[src/rtl/data_sram_arbiter_pkg.sv]
// Shared types and constants for the data SRAM arbiter.
// Read-owner encodings, SRAM write-enable constants and parameter defaults.
package data_sram_arbiter_pkg;

    typedef enum logic [1:0] {
        OWN_NONE = 2'd0,
        OWN_CPU  = 2'd1,
        OWN_DMA  = 2'd2
    } rd_owner_e;

    localparam logic [3:0] SRAM_WEN_READ = 4'b0000;
    localparam int unsigned STARVE_MAX_DEF = 4;
    localparam int unsigned CNT_W_DEF = 3;

    function automatic logic is_read(input logic [3:0] wen);
        return wen == SRAM_WEN_READ;
    endfunction

endpackage

[src/rtl/data_sram_arbiter_hold.sv]
// Skid register that keeps a CPU load word alive across MEM-stage stalls.
// The first word returned while stalled is frozen until MEM moves on.
module sram_rdata_hold
    import data_sram_arbiter_pkg::*;
(
    input  logic        clk,
    input  logic        rst,
    input  logic        i_rd_cpu,
    input  logic        i_mem_stall,
    input  logic [31:0] i_sram_rdata,
    output logic [31:0] o_cpu_rdata
);

    logic        r_hold_valid;
    logic [31:0] r_hold_data;

    always_ff @(posedge clk or negedge rst) begin
        if (!rst) begin
            r_hold_valid <= 1'b0;
            r_hold_data  <= '0;
        end else if (!i_mem_stall) begin
            r_hold_valid <= 1'b0;
        end else if (i_rd_cpu && !r_hold_valid) begin
            r_hold_valid <= 1'b1;
            r_hold_data  <= i_sram_rdata;
        end
    end

    assign o_cpu_rdata = r_hold_valid ? r_hold_data : i_sram_rdata;

endmodule

[src/rtl/data_sram_arbiter.sv]
// Data SRAM arbiter: CPU-priority sharing with a DMA/debug master.
// A starvation counter forces DMA through after a bounded wait.
module data_sram_arbiter
    import data_sram_arbiter_pkg::*;
#(
    parameter int unsigned STARVE_MAX = STARVE_MAX_DEF,
    parameter int unsigned CNT_W      = CNT_W_DEF
) (
    input  logic        clk,
    input  logic        rst,
    input  logic        cpu_en,
    input  logic [3:0]  cpu_wen,
    input  logic [31:0] cpu_addr,
    input  logic [31:0] cpu_wdata,
    input  logic        mem_stall,
    output logic [31:0] cpu_rdata,
    output logic        cpu_stallreq,
    input  logic        dma_req,
    input  logic [3:0]  dma_wen,
    input  logic [31:0] dma_addr,
    input  logic [31:0] dma_wdata,
    output logic        dma_gnt,
    output logic        dma_rvalid,
    output logic [31:0] dma_rdata,
    output logic        data_sram_en,
    output logic [3:0]  data_sram_wen,
    output logic [31:0] data_sram_addr,
    output logic [31:0] data_sram_wdata,
    input  logic [31:0] data_sram_rdata
);

    logic [CNT_W-1:0] r_starve_cnt;
    rd_owner_e        r_rd_owner;
    rd_owner_e        w_owner_nxt;
    logic             w_starved;
    logic             w_dma_gnt;
    logic             w_cpu_go;
    logic [31:0]      w_hold_rdata;

    // Everything combinational is gated by rst so outputs drop at once.
    assign w_starved = r_starve_cnt == CNT_W'(STARVE_MAX);
    assign w_dma_gnt = rst & dma_req & (~cpu_en | w_starved);
    assign w_cpu_go  = rst & cpu_en & ~w_dma_gnt;

    assign dma_gnt      = w_dma_gnt;
    assign cpu_stallreq = cpu_en & w_dma_gnt;

    always_comb begin
        data_sram_en    = 1'b0;
        data_sram_wen   = '0;
        data_sram_addr  = '0;
        data_sram_wdata = '0;
        unique case (1'b1)
            w_dma_gnt: begin
                data_sram_en    = 1'b1;
                data_sram_wen   = dma_wen;
                data_sram_addr  = dma_addr;
                data_sram_wdata = dma_wdata;
            end
            w_cpu_go: begin
                data_sram_en    = 1'b1;
                data_sram_wen   = cpu_wen;
                data_sram_addr  = cpu_addr;
                data_sram_wdata = cpu_wdata;
            end
            default: ;
        endcase
    end

    always_ff @(posedge clk or negedge rst) begin
        if (!rst) begin
            r_starve_cnt <= '0;
        end else if (w_dma_gnt || !dma_req) begin
            r_starve_cnt <= '0;
        end else if (!w_starved) begin
            r_starve_cnt <= r_starve_cnt + 1'b1;
        end
    end

    always_comb begin
        w_owner_nxt = OWN_NONE;
        unique case (1'b1)
            w_dma_gnt && is_read(dma_wen): w_owner_nxt = OWN_DMA;
            w_cpu_go && is_read(cpu_wen):  w_owner_nxt = OWN_CPU;
            default: ;
        endcase
    end

    always_ff @(posedge clk or negedge rst) begin
        if (!rst) begin
            r_rd_owner <= OWN_NONE;
        end else begin
            r_rd_owner <= w_owner_nxt;
        end
    end

    assign dma_rvalid = r_rd_owner == OWN_DMA;
    assign dma_rdata  = dma_rvalid ? data_sram_rdata : '0;

    sram_rdata_hold u_hold (
        .clk          (clk),
        .rst          (rst),
        .i_rd_cpu     (r_rd_owner == OWN_CPU),
        .i_mem_stall  (mem_stall),
        .i_sram_rdata (data_sram_rdata),
        .o_cpu_rdata  (w_hold_rdata)
    );

    assign cpu_rdata = rst ? w_hold_rdata : '0;

endmodule

[config.mk]
export PLATFORM = sky130hd
export DESIGN_NAME = data_sram_arbiter
export DESIGN_NICKNAME = d
export VERILOG_FILES = /design/src/rtl/data_sram_arbiter_pkg.sv /design/src/rtl/data_sram_arbiter_hold.sv /design/src/rtl/data_sram_arbiter.sv
export SDC_FILE = /design/constraint.sdc
export NUM_CORES = 1
export LEC_CHECK = 0
export ABC_AREA = 1
export BUFFER_PORTS_ARGS = -buffer_cell sky130_fd_sc_hd__buf_2
export CORE_AREA = 2 2 119 121
export CTS_BUF_LIST = sky130_fd_sc_hd__clkbuf_4 sky130_fd_sc_hd__clkbuf_8
export CTS_CLUSTER_DIAMETER = 120
export DETAILED_ROUTE_END_ITERATION = 12
export DIE_AREA = 0 0 121 123
export PLACE_DENSITY = 0.52
export SLEW_MARGIN = 10
export SYNTH_ARGS = -nofsm -noshare
export SYNTH_HDL_FRONTEND = slang
export SYNTH_SLANG_ARGS = --single-unit
export TNS_END_PERCENT = 20
[constraint.sdc]
create_clock -name clk -period 1.9 [get_ports clk]
set_input_delay 0.38 -clock clk [delete_from_list [all_inputs] [get_ports clk]]
set_output_delay 0.38 -clock clk [all_outputs]
set_load 0.01 [all_outputs]
== Yosys cells after proc, flatten, opt, wreduce, memory -nomap -nowiden ==
Cells that the tools add are included.

* $add $sub $neg: 1
* Multiply operators: 0
* Divide/modulo/power cells: 0
* $lt $le $gt $ge: 0
* Equal/unequal tests: 5
* Shift operators: 0
* Muxes and demuxes: 12
* Bitwise operators: 8
* Reduce and logical (&&, ||, !) cells: 10

{| class="wikitable"
|+ Operator list
! kind !! number
|-
| 32-bit one-hot mux with 2 select lines || 2
|-
| 32-bit 2-to-1 mux || 3
|-
| 4-bit zero test || 2
|-
| 4-bit one-hot mux with 2 select lines || 1
|-
| 3-bit 2-to-1 mux || 2
|-
| 1-bit AND || 5
|-
| 2-bit by 1-bit != test with 1-bit output (second input constant) || 2
|-
| 2-bit one-hot mux with 2 select lines || 1
|-
| 3-bit by 1-bit adder with 3-bit output (second input constant) || 1
|-
| 3-bit == test (second input constant) || 1
|-
| 1-bit logical AND || 3
|-
| 1-bit 2-to-1 mux || 3
|-
| 2-bit by 1-bit == test with 1-bit output (second input constant) || 1
|-
| 2-bit == test (second input constant) || 1
|-
| 1-bit zero test || 2
|-
| 1-bit inverter || 2
|-
| 2-bit AND reduction || 1
|-
| 2-bit OR reduction || 1
|-
| 1-bit logical OR || 1
|-
| 1-bit OR || 1
|}

* Register bits: 38
* Latch bits: 0
* Bits in writable memories: 0
* Bits in read-only memories: 0
* Bits of input ports: 173
* Logic and storage cells: 40
* Memories: 0

== Longest topological paths before layout ==
Gate-level depths: netlist of run 1.

* Word-level depth: 7
* Mapped depth: 8
* Mapped depth without buffers: 8

== Cells and area by module ==
From an unflattened synthesis of run 1, not the netlist that was laid out.

* Cell total of the unflattened synthesis: 660
* Area total of the unflattened synthesis: 3639.7 µm²

{| class="wikitable"
|+ Modules (own cells, without submodules)
! module !! times used !! cells each !! area an instance (µm²) !! seq. area each (µm²)
|-
| sram_rdata_hold || 1 || 251 || 1831.8 || 825.8
|-
| data_sram_arbiter || 1 || 409 || 1808.0 || 125.1
|}

== Worst setup path before layout of run 1 ==
Ideal clock, no wire load.

* Kind: reg2out
* Start point: register r_starve_cnt[0]
* End point: output data_sram_wdata[10]
* Arrival: 1324 ps
* Slack: 196 ps
* Stages on the path, launching flop included: 9
* Cells stage by stage: dfrtp_1 > inv_1 > ha_1 > nand2_2 > a21oi_2 > buf_4 > buf_6 > nand2_1 > nand2_1

* Cells in the longest elaborated chain, start to end: 6

{| class="wikitable"
|+ Ends and longest elaborated chain
! what !! RTL line !! RTL
|-
| start, declared || data_sram_arbiter.sv:32 || <nowiki>logic [CNT_W-1:0] r_starve_cnt;</nowiki>
|-
| start signal, assigned || data_sram_arbiter.sv:76 || <nowiki>r_starve_cnt <= r_starve_cnt + 1'b1;</nowiki>
|-
| 3-bit == test * || data_sram_arbiter.sv:41 || <nowiki>assign w_starved = r_starve_cnt == CNT_W'(STARVE_MAX);</nowiki>
|-
| 1-bit OR * || data_sram_arbiter.sv:42 || <nowiki>assign w_dma_gnt = rst & dma_req & (~cpu_en | w_starved);</nowiki>
|-
| 1-bit AND * || data_sram_arbiter.sv:42 ||
|-
| 1-bit inverter || data_sram_arbiter.sv:43 || <nowiki>assign w_cpu_go = rst & cpu_en & ~w_dma_gnt;</nowiki>
|-
| 1-bit AND || data_sram_arbiter.sv:43 ||
|-
| 32-bit one-hot mux with 2 select lines * || data_sram_arbiter.sv:53 || <nowiki>unique case (1'b1)</nowiki>
|-
| end, declared || data_sram_arbiter.sv:28 || <nowiki>output logic [31:0] data_sram_wdata,</nowiki>
|}

Mark *: on every way between the ends. The rest lies on a longest branch, timed or not.

== Final worst setup path of run 1 ==
* Start point: register r_starve_cnt[0]
* End point: output data_sram_addr[6]

* Cells in the longest elaborated chain, start to end: 6

{| class="wikitable"
|+ Ends and longest elaborated chain
! what !! RTL line !! RTL
|-
| 3-bit == test * || data_sram_arbiter.sv:41 ||
|-
| 1-bit OR * || data_sram_arbiter.sv:42 ||
|-
| 1-bit AND * || data_sram_arbiter.sv:42 ||
|-
| 1-bit inverter || data_sram_arbiter.sv:43 ||
|-
| 1-bit AND || data_sram_arbiter.sv:43 ||
|-
| 32-bit one-hot mux with 2 select lines * || data_sram_arbiter.sv:53 ||
|-
| end, declared || data_sram_arbiter.sv:27 || <nowiki>output logic [31:0] data_sram_addr,</nowiki>
|}

Marked as above.

==> results of run 1 <==
-- state kept, by name, summed over array words and instances, names as in the netlist --
signal,count
u_hold.r_hold_data,32
r_starve_cnt,3
r_rd_owner,2
u_hold.r_hold_valid,1
-- area by class of cell --
class                   instances  area (um2)  share of cell area, %
repair buffers                341        2050                   37.8
flip-flops and latches         38         951                   17.6
clock inverters                 3        68.8                   1.27
well taps                     180         225                   4.16
inverters                      45         169                   3.12
diodes                          5        12.5                  0.231
clock buffers                   5        68.8                   1.27
multi-input cells             400        1880                   34.6
-- metal layers --
metal  vias up  global-route usage, %  share of wire (%)
met5         -                      0                  0
met4         0                   5.74                2.4
met3        17                   3.46                7.6
met2       194                   31.3                 49
met1      1967                   21.8                 41
li1       2287                      -                  -
-- timing repair --
| action | in CTS | in global routing |
|---|---|---|
| hold endpoints to repair | 0 | 0 |
| cloned | 4 | 1 |
| gates resized for setup | 33 | 31 |
| pin swaps | 39 | 17 |
| endpoints found under the setup margin | 70 | 73 |
| buffers inserted | 5 | 1 |
-- synthesized netlist by cell type (all sizes together) --
library cell and count:
ha 2, buf 21, o21ai 65, nand3 69
clkbuf 20, a21oi 33, xor2 1, nand2 185
dfrtp 38, nor3 1, nor2 44, clkinv 1
inv 44
-- where the power goes --
part / internal [mW] / switching [mW]
Sequential: 0.897 / 0.0432
Clock: 0.526 / 0.301
Combinational: 0.456 / 0.498
-- critical path, stage by stage, from the launching register on --
cell and delay (ns):
dfrtp_1 0.39, inv_2 0.10, ha_4 0.16, nand2_4 0.06, a21oi_4 0.21, buf_12 0.14
buf_16 0.12, clkbuf_16 0.14, nand2_2 0.04, nand2_1 0.04, buf_2 0.12
-- per-stage QoR --
| stage | power (mW) | hold WS (ns) |
|---|---|---|
| after floorplan | 1.35 | 0.0844 |
| after global placement | 1.79 | 0.418 |
| after detailed placement | 1.80 | 0.425 |
| after CTS | 2.73 | 0.103 |
| after global routing | 2.91 | 0.109 |
| final | 2.72 | 0.0956 |
-- logic make-up (layout without fill, tap and decap cells) --
group                      Yosys count  in the layout  synth area share, %
and+or+nand+nor                    299            299                 39.7
AOI/OAI and AO/OA                   98             98                 16.1
buffers and inverters               86            394                 12.0
DFF                                 38             38                 31.1
adders and majority gates            2              2                0.818
xor gates and xnor gates             1              1                0.286
other                                0              5                    0
-- worst max-delay path by stage --
stage / startpoint / to / slack (ns) / cells past startpoint
2_1_floorplan: r_starve_cnt[0]$_DFFE_PN0P_ / data_sram_wdata[10] / 0.20 / 8
3_3_place_gp: r_starve_cnt[0]$_DFFE_PN0P_ / data_sram_addr[2] / 0.008 / 9
3_5_place_dp: r_starve_cnt[0]$_DFFE_PN0P_ / data_sram_addr[2] / -0.004 / 9
4_1_cts: r_starve_cnt[1]$_DFFE_PN0P_ / data_sram_wdata[15] / -0.29 / 10
5_1_grt: r_starve_cnt[0]$_DFFE_PN0P_ / data_sram_addr[13] / -0.40 / 10
6_report: r_starve_cnt[0]$_DFFE_PN0P_ / data_sram_addr[6] / -0.30 / 10
==> parameters.txt, run 1 <==
Parameter                              Value

Yosys
  Number of unique standard cell types used by synthesis    18
  Synthesized net count    699
  Post-synthesis instance area    0.00306 mm2
  Post-synth top area cell    dfrtp_1
  Gate count after technology mapping    524
  Synth Register Bits    38
  Area share of the largest cell type after synthesis    31.1%
  Share of synthesized area occupied by flip-flops and latches    31.1%
  Area contributors post-synth    dfrtp_1 31%, nand2_1 22%, nand3_1 11%
  Yosys warning total    0
  Mean instance size in the synthesized netlist    5.84 um2

Finish
  Final Non-Filler Cells    1017
  Most frequent cells in the layout    303 x buf_2, 144 x nand2_1, 69 x nand3_1
  Signed area change from the synthesized netlist to the final layout    77.0%
  Post-layout utilization of the core    39.8%
  Layout cell share with drive strength beyond 1    47.6%
  Most frequent standard cell in the layout excluding fill and tap cells    buf_2
  Fin nets    1006
  Summed area of non-filler cells in the final layout    0.00542 mm2
  Filler Cell Count    1464

Clock tree
  Level count of the clock H-tree    2
  Clock tree root buffer cell    clkbuf_8
  Clk buf depth    2
  Source-to-sink clock delay at the later pin of the worst-skew pair    0.29 ns
  TritonCTS clock tree    built
  Clock slew at the register clock pins of the worst setup and hold paths    0.08 ns
  Number of hold buffers added after CTS    0
  Sinks on Clock Net    38
  Cts bufs inserted    5

Timing
  Final setup vio count    70
  Final hold viol count    0
  RSZ-0062 raised after global routing    true
  Fin Clk Skew    0.00567 ns
  Final worst path period share    116%
  Transition time of the tightest slew-check pin    0.344 ns
  Sum of negative setup slack    -14.81 ns
  Final Slew Violations    0
  Maximum clock frequency    455 MHz
  Setup ws final    -0.299 ns
  Relative slew margins    77.1%
  Time the worst path needs with I/O delays and setup    2.20 ns

Status
  Outcome    complete, but fails checks
  Violated checks    negative setup slack

Place
  Count of buffers from port buffering    308
  Placed cells    994
  Setup slack at placement    -0.00387 ns
  Post-place instance area    0.00491 mm2
  Half-perimeter wire length after detailed placement    10.6 mm
  Placer Congestion    0.841

Power
  Power density of the placed cells    502 mW/mm2
  Worst VDD drop    270 uV
  Standby leakage power    3.38 nW

Die
  Y dimension of the die    123 um
  Number of ports placed on the die boundary    309
  Initial standard-cell utilization of the core    22.5%
  Core Rows    43
  Core Footprint    0.0136 mm2
  Die width    121 um
  Die area    0.0149 mm2

Global route
  First-pass GRT wire length    20.9 mm
  Via count of the first global-routing pass    3991
  Pin count of the biggest net entering global routing    66
  Total overflow reported by the global router    0
  Global-route usage over all layers    17.8%
  Number of antenna violations at the first check in global routing    5

Worst setup path
  Type of element capturing the critical path    output pin
  Critical Path Fanout Max    6
  Reg2reg path depth    8
  Worst reg2reg path startpoint    r_starve_cnt[0]$_DFFE_PN0P_
  Reg2reg end    r_starve_cnt[0]$_DFFE_PN0P_
  Reg2Reg Setup Slack    0.50 ns
  Class of the most critical setup path    reg -> out
  Critical Path Start Type    flop
  Crit path DAT    1.82 ns
  WP data required    1.52 ns

Route
  Post-detailed-route DRC marker count    0
  Detailed-route wire length per cell    13.8 um
  Count of nets left with antenna violations after detail routing    0
  Via total after detailed routing    4465
  DRC marker count from the first detailed-route iteration    255
  Wire length after detailed routing    14.0 mm
  Average vias per placed instance    4.39
  1st-pass router iterations    5

Worst hold path
  Class of the tightest hold or removal check    in -> async

Run
  Maximum capacitance violations    0
(Power assumes the default switching activity.)
==> run 2: changes to the inputs <==
Settings changed: RECOVER_POWER from default to 50.
==> parameters.txt, run 2 (same netlist as run 1, synthesis figures left out) <==
Parameter                              Value

Status
  Outcome    complete, but fails checks (unchanged)
  Violated checks    negative setup slack (unchanged)

Clock tree
  Clock slew at the register clock pins of the worst setup and hold paths    0.08 ns (about the same)
  Sinks on Clock Net    38 (unchanged)
  Source-to-sink clock delay at the later pin of the worst-skew pair    0.29 ns (about the same)
  Number of hold buffers added after CTS    0 (unchanged)
  Clk buf depth    2 (unchanged)
  Clock tree root buffer cell    clkbuf_8 (unchanged)
  TritonCTS clock tree    built (unchanged)
  Cts bufs inserted    5 (unchanged)
  Level count of the clock H-tree    2 (unchanged)

Die
  Core Rows    43 (unchanged)
  Initial standard-cell utilization of the core    22.5% (unchanged)
  Number of ports placed on the die boundary    309 (unchanged)
  Die width    121 um (unchanged)
  Y dimension of the die    123 um (unchanged)
  Core Footprint    0.0136 mm2 (unchanged)
  Die area    0.0149 mm2 (unchanged)

Route
  Post-detailed-route DRC marker count    0 (unchanged)
  Average vias per placed instance    4.39 (unchanged)
  Wire length after detailed routing    14.0 mm (about the same)
  1st-pass router iterations    5 (unchanged)
  DRC marker count from the first detailed-route iteration    255 (unchanged)
  Count of nets left with antenna violations after detail routing    0 (unchanged)
  Detailed-route wire length per cell    13.8 um (about the same)
  Via total after detailed routing    4465 (unchanged)

Place
  Setup slack at placement    -0.00387 ns (unchanged)
  Half-perimeter wire length after detailed placement    10.6 mm (unchanged)
  Placed cells    994 (unchanged)
  Count of buffers from port buffering    308 (unchanged)
  Placer Congestion    0.841 (unchanged)

Global route
  Global-route usage over all layers    17.8% (unchanged)
  Total overflow reported by the global router    0 (unchanged)
  First-pass GRT wire length    20.9 mm (unchanged)
  Number of antenna violations at the first check in global routing    5 (unchanged)
  Via count of the first global-routing pass    3991 (unchanged)
  Pin count of the biggest net entering global routing    66 (unchanged)

Finish
  Number of flip-flops in the largest register    32 (unchanged)
  Most frequent cells in the layout    303 x buf_2, 144 x nand2_1, 69 x nand3_1 (unchanged)
  Leading registers by flop count    u_hold.r_hold_data x32, r_starve_cnt x3, r_rd_owner x2 (unchanged)
  Filler Cell Count    1468 (was 1464)
  Final Non-Filler Cells    1017 (unchanged)
  Top register by number of flip-flops    u_hold.r_hold_data (unchanged)
  Signed area change from the synthesized netlist to the final layout    76.2% (was 77.0%)
  Multi-input logic area    0.00188 mm2 (unchanged)
  Most frequent standard cell in the layout excluding fill and tap cells    buf_2 (unchanged)
  Layout cell share with drive strength beyond 1    47.4% (was 47.6%)
  Post-layout utilization of the core    39.6% (was 39.8%)
  Fin nets    1006 (unchanged)
  Total area of sequential cells    951 um2 (unchanged)

Worst setup path
  Crit path DAT    1.82 ns (about the same)
  Critical Path Start Type    flop (unchanged)
  Worst reg2reg path startpoint    r_rd_owner[0]$_DFF_PN0_ (was r_starve_cnt[0]$_DFFE_PN0P_)
  Critical path startpoint    r_starve_cnt[0]$_DFFE_PN0P_ (unchanged)
  Class of the most critical setup path    reg -> out (unchanged)
  WP data required    1.52 ns (about the same)
  Critical Path Fanout Max    6 (unchanged)
  Reg2Reg Setup Slack    0.20 ns (was 0.50 ns)
  Reg2reg path depth    5 (was 8)
  Type of element capturing the critical path    output pin (unchanged)

Worst hold path
  Class of the tightest hold or removal check    in -> async (unchanged)

Power
  Standby leakage power    3.36 nW (was 3.38 nW)
  Overall power of the completed layout    2.72 mW (about the same)
  Power density of the placed cells    504 mW/mm2 (was 502 mW/mm2)
  Worst VDD drop    270 uV (about the same)

Timing
  Final hold slack    0.103 ns (was 0.0956 ns)
  Setup ws final    -0.299 ns (about the same)
  Transition time of the tightest slew-check pin    1.04 ns (was 0.344 ns)
  Final setup vio count    79 (was 70)
  Relative slew margins    30.7% (was 77.1%)
  Fin Clk Skew    0.00555 ns (was 0.00567 ns)
  Final Slew Violations    0 (unchanged)
  Maximum clock frequency    455 MHz (about the same)
  Final worst path period share    116% (about the same)
  RSZ-0062 raised after global routing    true (unchanged)
  Time the worst path needs with I/O delays and setup    2.20 ns (about the same)
  Final hold viol count    0 (unchanged)

Run
  Maximum capacitance violations    0 (unchanged)
run 2: where the power goes:
group / switching (mW) / internal (mW) / leakage, nW
Sequential: 0.0434 / 0.897 / 0.512
Combinational: 0.497 / 0.453 / 2.78
Clock: 0.301 / 0.526 / 0.0684
run 2: metal layers:
layer / track usage [%] / vias up / share of wire [%]
met5: 0 / - / 0
met4: 5.74 / 0 / 2.4
met3: 3.46 / 17 / 7.6
met2: 31.3 / 192 / 48
met1: 21.8 / 1969 / 42
li1: - / 2287 / -
run 2: area by class of cell:
type                            instances  share of cell area [%]
Tap cell                              180                    4.18
Antenna cell                            5                   0.232
Clock buffer                            5                    1.28
Inverter                               45                    3.13
Sequential cell                        38                    17.6
Clock inverter                          3                    1.28
Multi-Input combinational cell        400                    34.8
Timing Repair Buffer                  341                    37.5
run 2: worst max-delay path: stages (launching register included):
cell and delay, ns:
dfrtp_1 0.39, inv_2 0.10, ha_4 0.16, nand2_4 0.06, a21oi_4 0.21, buf_12 0.14
buf_16 0.12, clkbuf_16 0.14, nand2_2 0.04, nand2_1 0.04, buf_2 0.12
run 2: metrics by stage:
stage	TNS, ns	area [um2]
6_report	-16.01	5390
5_1_grt	-25.54	5390
2_1_floorplan	0	3060
3_3_place_gp	0	4910
4_1_cts	-15.67	5310
3_5_place_dp	-0.00387	4910
run 2: final timing paths:
path / to
max in group asynchronous: u_hold.r_hold_data[22]$_DFFE_PN0P_
min reg2reg: u_hold.r_hold_data[2]$_DFFE_PN0P_
min: r_starve_cnt[2]$_DFFE_PN0P_
max: data_sram_addr[6]
max reg2reg: u_hold.r_hold_valid$_DFFE_PN0P_
min in group clk: r_rd_owner[1]$_DFF_PN0_
run 2: repair_timing:
item                       4_1_cts  5_1_grt
buffers inserted                 5        1
setup endpoints to repair       70       73
pin swaps                       39       17
resized for setup               33       31
cloned                           4        1
==> run 3: changes to the inputs <==
Settings changed: BUFFER_PORTS_ARGS -buffer_cell sky130_fd_sc_hd__buf_2 to -buffer_cell sky130_fd_sc_hd__buf_4, CTS_CLUSTER_DIAMETER 120 to default, PLACE_DENSITY 0.52 to default.
==> parameters.txt, run 3 (same netlist as run 1, synthesis figures left out) <==
Parameter                              Value

Status
  Outcome    complete, but fails checks (unchanged)
  Violated checks    negative setup slack (unchanged)

Global route
  Total overflow reported by the global router    0 (unchanged)
  Number of antenna violations at the first check in global routing    1 (was 5)
  Global-route usage over all layers    19.3% (was 17.8%)
  Pin count of the biggest net entering global routing    65 (was 66)
  First-pass GRT wire length    22.6 mm (was 20.9 mm)
  Via count of the first global-routing pass    4206 (was 3991)

Worst setup path
  Critical Path Fanout Max    28 (was 6)
  CP peak stage delay    0.40 ns (was 0.39 ns)
  Worst reg2reg path startpoint    r_rd_owner[0]$_DFF_PN0_ (unchanged)
  Slowest-stage cell, CP    dfrtp_1 (unchanged)
  Type of element capturing the critical path    output pin (unchanged)
  Critical Path Start Type    flop (unchanged)
  Reg2reg end    u_hold.r_hold_data[5]$_DFFE_PN0P_ (was u_hold.r_hold_valid$_DFFE_PN0P_)
  CP Cell Sequence    inv_2 > ha_4 > nand2_4 > a21oi_4 > buf_12 > nand2_1 > nand2_1 > buf_4 (was inv_2 > ha_4 > nand2_4 > a21oi_4 > buf_12 > buf_16 > clkbuf_16 > nand2_2 > nand2_1 > buf_2)
  Crit path DAT    1.74 ns (was 1.82 ns)
  Worst path most repeated cell    nand2_1
  Critical path startpoint    r_starve_cnt[0]$_DFFE_PN0P_ (unchanged)
  Cell class contributing the biggest share of worst-path delay    buffers and inverters (unchanged)
  Buf/Inv on CP    3 (was 5)
  Reg2Reg Setup Slack    0.20 ns (about the same)
  WP data required    1.52 ns (about the same)
  Class of the most critical setup path    reg -> out (unchanged)
  Reg2reg path depth    5 (unchanged)

Clock tree
  Level count of the clock H-tree    2 (unchanged)
  Clock slew at the register clock pins of the worst setup and hold paths    0.08 ns (about the same)
  Cts bufs inserted    5 (unchanged)
  Source-to-sink clock delay at the later pin of the worst-skew pair    0.28 ns (was 0.29 ns)
  Clock tree root buffer cell    clkbuf_8 (unchanged)
  Sinks on Clock Net    38 (unchanged)
  TritonCTS clock tree    built (unchanged)
  Number of hold buffers added after CTS    0 (unchanged)
  Clk buf depth    2 (unchanged)

Route
  Via total after detailed routing    4456 (was 4465)
  Average vias per placed instance    4.41 (was 4.39)
  Wire length after detailed routing    14.9 mm (was 14.0 mm)
  Count of nets left with antenna violations after detail routing    0 (unchanged)
  DRC marker count from the first detailed-route iteration    301 (was 255)
  1st-pass router iterations    5 (unchanged)
  Post-detailed-route DRC marker count    0 (unchanged)
  Detailed-route wire length per cell    14.8 um (was 13.8 um)

Timing
  Transition time of the tightest slew-check pin    1.03 ns (was 1.04 ns)
  Fin Clk Skew    0.00238 ns (was 0.00555 ns)
  Final hold slack    0.0899 ns (was 0.103 ns)
  Final Slew Violations    0 (unchanged)
  RSZ-0062 raised after global routing    true (unchanged)
  Time the worst path needs with I/O delays and setup    2.12 ns (was 2.20 ns)
  Final hold viol count    0 (unchanged)
  Relative slew margins    31.2% (was 30.7%)
  Final worst path period share    112% (was 116%)
  Final setup vio count    85 (was 79)
  Maximum clock frequency    471 MHz (was 455 MHz)
  Setup ws final    -0.225 ns (was -0.299 ns)

Power
  Switching Share    32.0% (was 31.0%)
  Standby leakage power    3.52 nW (was 3.36 nW)
  Combinational group share of total power    44.2% (was 35.0%)
  Clock Power Share    21.2% (was 30.4%)
  Overall power of the completed layout    2.72 mW (about the same)
  NetSw    0.870 mW (was 0.842 mW)
  Internal Pwr Total    1.85 mW (was 1.88 mW)
  Sequential group share of total power    34.6% (about the same)
  Worst VDD drop    198 uV (was 270 uV)
  Power density of the placed cells    429 mW/mm2 (was 504 mW/mm2)

Die
  Die area    0.0149 mm2 (unchanged)
  Initial standard-cell utilization of the core    22.5% (unchanged)
  Core Footprint    0.0136 mm2 (unchanged)
  Number of ports placed on the die boundary    309 (unchanged)
  Die width    121 um (unchanged)
  Y dimension of the die    123 um (unchanged)
  Core Rows    43 (unchanged)

Place
  Half-perimeter wire length after detailed placement    11.2 mm (was 10.6 mm)
  Post-place instance area    0.00565 mm2 (was 0.00491 mm2)
  Placer Congestion    0.816 (was 0.841)
  Count of buffers from port buffering    308 (unchanged)
  Placed cells    987 (was 994)

Finish
  Most frequent cells in the layout    274 x buf_4, 153 x nand2_1, 50 x buf_6 (was 303 x buf_2, 144 x nand2_1, 69 x nand3_1)
  Signed area change from the synthesized netlist to the final layout    107% (was 76.2%)
  Fin nets    1003 (was 1006)
  Most frequent standard cell in the layout excluding fill and tap cells    buf_4 (was buf_2)
  Summed area of non-filler cells in the final layout    0.00635 mm2 (was 0.00539 mm2)
  Top register by number of flip-flops    u_hold.r_hold_data (unchanged)
  Layout cell share with drive strength beyond 1    49.7% (was 47.4%)
  Leading registers by flop count    u_hold.r_hold_data x32, r_starve_cnt x3, r_rd_owner x2 (unchanged)
  Final Non-Filler Cells    1010 (was 1017)
  Number of flip-flops in the largest register    32 (unchanged)

Worst hold path
  Class of the tightest hold or removal check    in -> async (unchanged)

Run
  Maximum capacitance violations    0 (unchanged)
==> run 3: cell types whose count changed in the layout (fill, tap and decap cells not counted), sizes merged <==
| cell | delta |
|---|---|
| diode | -4 |
| buf | -2 |
| bufinv | -2 |
| clkinvlp | +1 |
==> run 3: area by class of cell <==
cell class,instances,area (um2)
Fill cell,1398,7260
Timing Repair Buffer,338,2880
Multi-Input combinational cell,400,2020
Sequential cell,38,951
Tap cell,180,225
Inverter,45,169
Clock buffer,6,82.6
Clock inverter,2,12.5
Antenna cell,1,2.50
==> run 3: power by group through the flow <==
stage / clock network (mW) / registers (mW) / logic (mW)
after global placement: 0 / 0.950 / 1.02
after floorplan: 0 / 0.946 / 0.401
after CTS: 0.621 / 0.939 / 1.15
final: 0.577 / 0.943 / 1.20
after global routing: 0.657 / 0.953 / 1.32
after detailed placement: 0 / 0.952 / 1.03
==> run 3: how the worst max path moves through the flow <==
stage,to,slack [ns],cells after the start
2_1_floorplan,data_sram_wdata[10],0.20,8
3_3_place_gp,data_sram_wdata[6],0.02,9
5_1_grt,data_sram_addr[4],-0.31,8
6_report,data_sram_addr[20],-0.22,8
4_1_cts,data_sram_addr[2],-0.19,10
3_5_place_dp,data_sram_wdata[15],-0.02,9
==> run 3: per-layer routing <==
layer,routed length [um],global-route usage (%)
met4,214,4.43
met5,0,0
met2,7440,33.2
met1,5860,23.6
met3,1400,5.90
==> run 3: through the flow <==
step,TNS [ns],setup WS [ns],util [%]
floorplan,0,0.196,-
global placement,0,0.0194,41.5
detailed placement,-0.0287,-0.0170,41.5
CTS,-11.01,-0.190,45.2
global route,-23.50,-0.311,46.6
finish,-12.63,-0.225,46.6
==> run 3: timing repair <==
item / CTS / global route
resized for setup: 75 / 64
pin swaps: 6 / 17
cloned: 3 / 1
setup endpoints to repair: 72 / 86
setup buffers: 8 / 3
